$ cat src/rtl/edge_bram_pkg.sv
// Shared definitions for the edge/bin BRAM arbiter and its requesters.
// Frame geometry, requester indices and the read-tag carried alongside BRAM reads.
package edge_bram_pkg;

    localparam int ADDR_W     = 19;
    localparam int DATA_W     = 3;
    localparam int WIDTH      = 640;
    localparam int HEIGHT     = 480;
    localparam int MAX_ADDR   = WIDTH * HEIGHT - 1;
    localparam int RD_LATENCY = 2;
    localparam int STARVE_MAX = 15;

    localparam logic [1:0] REQ_EDGE    = 2'd0;
    localparam logic [1:0] REQ_CONTOUR = 2'd1;
    localparam logic [1:0] REQ_DISPLAY = 2'd2;

    // Why a cycle's grant was issued; SRC_NONE means the BRAM port idles.
    typedef enum logic [1:0] {
        SRC_NONE,
        SRC_RR,
        SRC_DISPLAY,
        SRC_OVERRIDE
    } grant_src_e;

    typedef struct packed {
        logic       valid;
        logic [1:0] idx;
        logic       oob;
    } rd_tag_t;

    function automatic logic [2:0] req_onehot(input logic [1:0] idx);
        return 3'b001 << idx;
    endfunction

endpackage

$ cat src/rtl/edge_bram_arbiter_rd_tag_pipe.sv
// Shift register of read tags that tracks each granted read through the BRAM latency.
// Asynchronous clear discards every in-flight read.
module rd_tag_pipe
    import edge_bram_pkg::*;
#(
    parameter int DEPTH = 3
) (
    input  logic    clk,
    input  logic    reset,
    input  rd_tag_t in_tag,
    output rd_tag_t out_tag
);

    rd_tag_t stage [DEPTH];

    always_ff @(posedge clk or posedge reset) begin
        if (reset) begin
            for (int i = 0; i < DEPTH; i++) begin
                stage[i] <= '0;
            end
        end else begin
            stage[0] <= in_tag;
            for (int i = 1; i < DEPTH; i++) begin
                stage[i] <= stage[i-1];
            end
        end
    end

    assign out_tag = stage[DEPTH-1];

endmodule

$ cat src/rtl/edge_bram_arbiter.sv
// Arbitrates the single-port edge/bin BRAM between edge detector, contour tracer and display.
// Display has priority, bounded by a starvation counter; edge and contour alternate.
module edge_bram_arbiter
    import edge_bram_pkg::*;
#(
    parameter int ADDR_W     = edge_bram_pkg::ADDR_W,
    parameter int DATA_W     = edge_bram_pkg::DATA_W,
    parameter int RD_LATENCY = edge_bram_pkg::RD_LATENCY,
    parameter int MAX_ADDR   = edge_bram_pkg::MAX_ADDR,
    parameter int STARVE_MAX = edge_bram_pkg::STARVE_MAX
) (
    input  logic              clk,
    input  logic              reset,
    input  logic [2:0]        req,
    input  logic [2:0]        we,
    input  logic [ADDR_W-1:0] addr0,
    input  logic [ADDR_W-1:0] addr1,
    input  logic [ADDR_W-1:0] addr2,
    input  logic [DATA_W-1:0] wdata0,
    input  logic [DATA_W-1:0] wdata1,
    input  logic [DATA_W-1:0] wdata2,
    output logic [2:0]        gnt,
    output logic [2:0]        rvalid,
    output logic [DATA_W-1:0] rdata,
    output logic              addr_err,
    output logic [ADDR_W-1:0] bram_addr,
    output logic [DATA_W-1:0] bram_din,
    output logic              bram_we,
    input  logic [DATA_W-1:0] bram_dout
);

    localparam int SW = $clog2(STARVE_MAX + 1);

    logic              rr_ptr;
    logic [SW-1:0]     starve_cnt;
    logic              any_low;
    logic [1:0]        rr_win;
    grant_src_e        grant_src;
    logic              granted;
    logic [1:0]        sel;
    logic [ADDR_W-1:0] sel_addr;
    logic [DATA_W-1:0] sel_wdata;
    logic              sel_we;
    logic              sel_oob;
    rd_tag_t           push_tag;
    rd_tag_t           exit_tag;

    assign any_low = req[REQ_EDGE] | req[REQ_CONTOUR];

    always_comb begin
        rr_win = REQ_EDGE;
        if (rr_ptr == 1'b0) begin
            rr_win = req[REQ_EDGE] ? REQ_EDGE : REQ_CONTOUR;
        end else begin
            rr_win = req[REQ_CONTOUR] ? REQ_CONTOUR : REQ_EDGE;
        end
    end

    // Grants are suppressed while reset is high so no access can be issued during reset.
    always_comb begin
        grant_src = SRC_NONE;
        if (reset) begin
            grant_src = SRC_NONE;
        end else if (any_low && starve_cnt == SW'(STARVE_MAX)) begin
            grant_src = SRC_OVERRIDE;
        end else if (req[REQ_DISPLAY]) begin
            grant_src = SRC_DISPLAY;
        end else if (any_low) begin
            grant_src = SRC_RR;
        end
    end

    always_comb begin
        sel = REQ_EDGE;
        case (grant_src)
            SRC_OVERRIDE, SRC_RR: sel = rr_win;
            SRC_DISPLAY:          sel = REQ_DISPLAY;
            default:              sel = REQ_EDGE;
        endcase
    end

    assign granted = (grant_src != SRC_NONE);
    assign gnt     = granted ? req_onehot(sel) : 3'b000;

    always_comb begin
        sel_addr  = addr0;
        sel_wdata = wdata0;
        sel_we    = we[0];
        case (sel)
            REQ_CONTOUR: begin
                sel_addr  = addr1;
                sel_wdata = wdata1;
                sel_we    = we[1];
            end
            REQ_DISPLAY: begin
                sel_addr  = addr2;
                sel_wdata = wdata2;
                sel_we    = we[2];
            end
            default: begin
                sel_addr  = addr0;
                sel_wdata = wdata0;
                sel_we    = we[0];
            end
        endcase
    end

    // Underflowed addresses (addr-1, addr-640) wrap high and land here as out of range.
    assign sel_oob = (sel_addr > ADDR_W'(MAX_ADDR));

    always_ff @(posedge clk or posedge reset) begin
        if (reset) begin
            rr_ptr     <= 1'b0;
            starve_cnt <= '0;
        end else begin
            if (granted && sel != REQ_DISPLAY) begin
                rr_ptr <= (sel == REQ_EDGE);
            end
            if (!any_low || (granted && sel != REQ_DISPLAY)) begin
                starve_cnt <= '0;
            end else if (gnt[REQ_DISPLAY] && starve_cnt != SW'(STARVE_MAX)) begin
                starve_cnt <= starve_cnt + 1'b1;
            end
        end
    end

    always_ff @(posedge clk or posedge reset) begin
        if (reset) begin
            bram_addr <= '0;
            bram_din  <= '0;
            bram_we   <= 1'b0;
            addr_err  <= 1'b0;
        end else begin
            bram_we <= granted & sel_we & ~sel_oob;
            if (granted) begin
                bram_addr <= sel_addr;
                bram_din  <= sel_wdata;
            end
            if (granted && sel_oob) begin
                addr_err <= 1'b1;
            end
        end
    end

    always_comb begin
        push_tag       = '0;
        push_tag.valid = granted & ~sel_we;
        push_tag.idx   = sel;
        push_tag.oob   = sel_oob;
    end

    rd_tag_pipe #(
        .DEPTH (1 + RD_LATENCY)
    ) u_rd_tag_pipe (
        .clk     (clk),
        .reset   (reset),
        .in_tag  (push_tag),
        .out_tag (exit_tag)
    );

    assign rvalid = exit_tag.valid ? req_onehot(exit_tag.idx) : 3'b000;
    assign rdata  = (exit_tag.valid && !exit_tag.oob) ? bram_dout : '0;

endmodule

$ cat config.mk
export PLATFORM = sky130hd
export DESIGN_NAME = edge_bram_arbiter
export DESIGN_NICKNAME = d
export VERILOG_FILES = /design/src/rtl/edge_bram_pkg.sv /design/src/rtl/edge_bram_arbiter_rd_tag_pipe.sv /design/src/rtl/edge_bram_arbiter.sv
export SDC_FILE = /design/constraint.sdc
export NUM_CORES = 1
export LEC_CHECK = 0
export ABC_AREA = 1
export CAP_MARGIN = 20
export CORE_AREA = 2 2 63 95
export CTS_CLUSTER_DIAMETER = 150
export DETAILED_ROUTE_END_ITERATION = 6
export DIE_AREA = 0 0 65 97
export PLACE_DENSITY_LB_ADDON = 0.08
export SYNTH_ARGS = -nofsm -noshare
export SYNTH_HDL_FRONTEND = slang
export SYNTH_HIERARCHICAL = 1
export SYNTH_SLANG_ARGS = --single-unit
$ cat constraint.sdc
create_clock -name clk -period 2.2 [get_ports clk]
set_clock_uncertainty 0.2 [all_clocks]
set_input_delay 0.44 -clock clk [delete_from_list [all_inputs] [get_ports clk]]
set_output_delay 0.44 -clock clk [all_outputs]
set_load 0.03 [all_outputs]
* After elaboration in Yosys (flattened, before gate mapping)
Cells that the tools add are included.
** Operators by class
- Shifts and indexed selects :: 2
- Multiplexer cells :: 16
- Order comparisons :: 1
- Reductions and logical operators :: 12
- Equal/unequal tests :: 8
- Bitwise logic cells :: 6
- $add $sub $neg :: 1
** Operators by type and width (count)
- $pmux W19 S2 :: 1
- $gt A19 B19 Y1 const B :: 1
- $mux W3 :: 3
- $mux W4 :: 2
- $eq A2 B2 Y1 const B :: 3
- $mux W2 :: 3
- $pmux W3 S2 :: 1
- $shl A1 B2 Y3 const A :: 2
- $logic_and A1 B1 Y1 :: 5
- $add A4 B1 Y4 const B :: 1
- $eq A2 B1 Y1 const B :: 2
- $eq A4 B4 Y1 const B :: 1
- $mux W1 :: 4
- $ne A4 B4 Y1 const B :: 1
- $pmux W2 S2 :: 1
- $reduce_bool A2 Y1 :: 2
- $and A1 B1 Y1 :: 3
- $logic_not A1 Y1 :: 2
- $logic_not A2 Y1 :: 1
- $ne A2 B2 Y1 const B :: 1
- $not A1 Y1 :: 2
- $pmux W1 S2 :: 1
- $reduce_or A2 Y1 :: 1
- $logic_or A1 B1 Y1 :: 1
- $or A1 B1 Y1 :: 1
** Word-level totals
- Bits in registers :: 41
- Input port bits :: 77
- Output and inout bits :: 33
- Word-level logic and storage cells :: 61

* Depth between registers and ports, before layout
- Word-level depth :: 13
- Depth in mapped cells :: 14
- Gate-level depth less buffers :: 14

* Hierarchy
The synthesis kept the hierarchy.
** By module, submodules not included
- edge_bram_arbiter :: times used 1, cells each 253, area each 1809.2 sq um, seq. area each 725.7 sq um
- rd_tag_pipe :: times used 1, cells each 17, area each 334.1 sq um, seq. area each 300.3 sq um

* Worst setup path before layout
OpenSTA, ideal clock, no wires.
- Kind :: reg2out
- Start :: register starve_cnt[0]
- End :: output gnt[1]
- Buffers on the path :: 3
- Stages on the path, launching flop included :: 9
- Data arrival time :: 1446 ps
- Path slack :: 114 ps
- Required time :: 1560 ps
- Path through :: dfrtp_1 ha_1 nand3_1 nand2_2 nand3_4 inv_2 buf_6 buf_4 buf_4
** RTL lines
- start: declaration :: line edge_bram_arbiter.sv:35 : logic [SW-1:0] starve_cnt;
- start signal: assignment :: line edge_bram_arbiter.sv:122 : starve_cnt <= starve_cnt + 1'b1;
- end: declaration :: line edge_bram_arbiter.sv:22 : output logic [2:0] gnt,

* Final worst setup path
- Start :: register starve_cnt[0]
- End :: output gnt[1]
** On the way
- Word-level cells in the longest chain between the ends :: 9
- Elaborated cells between the ends (all ways) :: 12
- Classes of those cells :: eq/ne: 4; shift: 1; mux: 4; reduce/logical: 3
** Ends and longest elaborated chain
- $eq A4 B4 Y1 * :: line edge_bram_arbiter.sv:64 : end else if (any_low && starve_cnt == SW'(STARVE_MAX)) begin
- $logic_and A1 B1 Y1 * :: line edge_bram_arbiter.sv:64
- $mux W2 * :: line edge_bram_arbiter.sv:64
- $mux W2 * :: line edge_bram_arbiter.sv:62 : if (reset) begin
- $eq A2 B2 Y1 or $eq A2 B1 Y1 (tied branches) :: line edge_bram_arbiter.sv:75 : case (grant_src)
- $reduce_or A2 Y1 :: line edge_bram_arbiter.sv:75
- $pmux W2 S2 :: line edge_bram_arbiter.sv:75
- $shl A1 B2 Y3 :: line edge_bram_pkg.sv:32 : return 3'b001 << idx;
- $mux W3 * :: line edge_bram_arbiter.sv:83 : assign gnt = granted ? req_onehot(sel) : 3'b000;
Mark *: on every way between the ends. The rest lies on a longest branch, timed or not.

==> results.md <==
- Status: finished, final reports clean
- H-tree depth: 2
- Gr usage total: 20.90%
- Share of the synthesized area in the top cell type: 47.87%
- Worst Hold Path Cells: 0
- Reg clk slew, reported paths: around 0.08 ns
- Setup violators final: 0
- Largest net degree at the start of global routing: 30
- Worst hold slack: around 0.16 ns
- Detailed Route WL: approximately 6100 µm
- RSZ-0062 raised after global routing: yes
- GRT overflow: 0
- Antenna violations before repair: 0
- Worst Hold Class: register to register
- Leakage power: roughly 0.0017 µW
- Pwr dens: about 630 nW/µm²
- Xor-xnor portion of the synthesized cell area: 0%
- Number of synthesized flops with an enable pin: 0
- Vias/cell: 4.724
- Asr flop ratio synth: 100.0%
- Post-synthesis adder-cell area fraction: less than 1%
- Reg2Reg Depth: 15
- Peak VDD IR: approximately 0.43 mV
- FF+latch count, synth: 41
- Yosys cell types: 29
- Fill cells: approximately 490
- Ant diodes: 0
- Minimum clock period after layout: about 2.1 ns
- Syn Nets: approximately 350
- Synth-to-layout area growth: 72.56%
- Num Clock Sinks: a little over 40
- Normalized max-slew margin: roughly 72%
- Slew Limit Fails: 0
- Hold_sp: u_rd_tag_pipe/stage[11]$_DFF_PP0_
- Tcrit/Tclk final: 97.53%
- Worst Setup End Kind: output pin
- DR iter-0 viols: between 50 and 60
- Commonest non-fill, non-tap cell in the layout: clkdlybuf4s50_1
- Cell area after layout: about 3700 µm²
- Clock root buffer: clkbuf_8
- Routability cong.: just under 0.9
- Main area contributors after synthesis: dfrtp_1 (48%), nand2_1 (14%), nand3_1 (6.5%)
- Cell Area, Synth: between 2000 and 2500 µm²
- Design Power: 2326 µW
- Iteration count of the initial detailed-routing pass: 4
- Ports: between 100 and 150
- Port Buffer Count: 109
- Via Count: between 2000 and 2500
- Dpl hpwl: ~4800 µm
- CTS max path bufs: 2
- Global-route wire length before repair: about 10000 µm
- Share of cells above drive strength 1: about 18%
- Die Wd: between 60 and 70 µm
- Worst Tran Pin Value: between 0.4 and 0.5 ns
- Largest family of logic cells by synthesized area: simple AND/OR/NAND/NOR gates
- Worst Setup Start Kind: register
- Top_reg_cell synth: dfrtp_1
- Seq/Total Area, Yosys: between 40 and 50%
- Placed standard-cell area: ~3500 µm²
- WS Path Type: register to output pin
- Cell accounting for the most synthesized area: dfrtp_1
- Num CTS Buffers: 5
- Reg-to-reg slack, setup: around 0.16 ns
- Hold Violations, Final: 0
- Most used cells in the layout excluding fill and tap cells: clkdlybuf4s50_1 (97), nand2_1 (82), buf_4 (42)
- Initial Util: 39.63%
- Post-DR wirelength/cell: 12.71 µm
- Crit path DAT: between 1.5 and 2 ns
- Max Cap Viol: 0
- Routed Antenna Nets: 0
- Number of hold buffers added after cts: 0
- TritonCTS clock tree: yes
- Capture point of the worst reg-to-reg path: addr_err$_DFFE_PP0P_
- DIE HEIGHT: 97 µm
- Clock Latency Late Sink: 0.29 ns
- FP Rows: 33
- Min-Delay Endpoint: u_rd_tag_pipe/stage[7]$_DFF_PP0_
- Synth Area in Simple Gates: between 30% and 40%
- Crit-path max FO: 10
- Reg-to-reg critical path startpoint: starve_cnt[0]$_DFFE_PP0P_
- Synthesized instance count: between 200 and 300
- Vias in the first global route: roughly 2300
- Mux cell area share after synthesis: 0%
- CORE AREA: ~5400 µm²
- Compound-Gate Fraction of Synth Area: around a tenth
- Yosys warns: 6
- DRC: 0
- Die area: 6305 µm²
- Achievable Freq: between 400 and 500 MHz
- Mean area per synthesized cell: around 7.9 µm²
- NumNets Final: a little under 500
- CP required: between 1.5 and 2 ns
timing repair:
item / in CTS / in global routing
gates resized for setup: 11 / 4
pin swaps: 2 / 2
setup endpoints to repair: 5 / 5
setup buffers: 4 / 1
per-layer routing:
metal	vias up	global-route usage, %	wire, µm
met5	-	0	0
met4	0	6.710	106
met3	8	4.767	404
met2	79	38.70	3339
met1	1037	22.74	2275
li1	1153	-	-
critical path, stage by stage (launching register included):
cell,delay [ns]
dfrtp_1,0.42
ha_4,0.17
nand3_4,0.10
nand2_4,0.09
nand3_4,0.10
inv_6,0.09
buf_12,0.12
buf_6,0.13
power breakdown:
part / switching, µW / total (µW) / internal, µW
Combinational: 407 / 809 / 402
Clock: 281 / 621 / 340
Sequential: 49.9 / 896 / 846
Total: 738 / 2330 / 1590
worst max-delay path by stage:
stage | startpoint | endpoint | slack [ns] | depth (start not counted)
after floorplan | starve_cnt[0]$_DFFE_PP0P_ | gnt[1] | 0.11 | 8
after global placement | reset | gnt[1] | -0.21 | 6
after detailed placement | req[0] | addr_err$_DFFE_PP0P_ | -0.22 | 14
after CTS | u_rd_tag_pipe/out_tag[2]$_DFF_PP0_ | rvalid[1] | 0.004 | 4
after global routing | starve_cnt[0]$_DFFE_PP0P_ | gnt[0] | -0.03 | 7
final | starve_cnt[0]$_DFFE_PP0P_ | gnt[1] | 0.05 | 7
area by class of cell:
class	count	area, µm²	share of cell area, %
clock inverters	3	46.29	1.252
clock buffers	5	68.82	1.861
well taps	70	87.58	2.368
repair buffers	149	1414	38.23
inverters	21	83.83	2.267
flip-flops and latches	41	1026	27.74
multi-input cells	193	972.2	26.29
kinds of logic after synthesis:
logic type      Yosys count
simple gates            150
compound gates           42
flops                    41
buf+inv                  36
fa+ha+maj                 1
through the flow:
stage	cells	TNS (ns)	setup WS, ns	util (%)
finish	482	0	0.05434	68.38
CTS	481	0	0.004031	67.78
detailed placement	469	-4.309	-0.2206	64.82
global placement	469	-3.558	-0.2062	64.82
floorplan	270	0	0.1145	-
global route	482	-0.04804	-0.03048	68.38
flip-flops by register name (all words and copies together) (netlist names):
signal / flops
starve_cnt: 4
bram_addr: 19
u_rd_tag_pipe/stage: 8
addr_err: 1
bram_we: 1
bram_din: 3
u_rd_tag_pipe/out_tag: 4
rr_ptr: 1
synthesized netlist by cell type (2+ instances only):
cell	n
a31oi_1	4
inv_2	4
nand2_1	82
nand3_1	28
buf_6	2
o21ai_1	17
o21ai_0	15
buf_4	7
nand2_4	3
nand4_1	2
nor3_1	4
buf_2	5
or2_1	3
nand3_2	2
nor2_1	17
nand2_2	2
inv_1	16
a21oi_1	4
nor2_2	3
dfrtp_1	41
(Power assumes the default switching activity.)
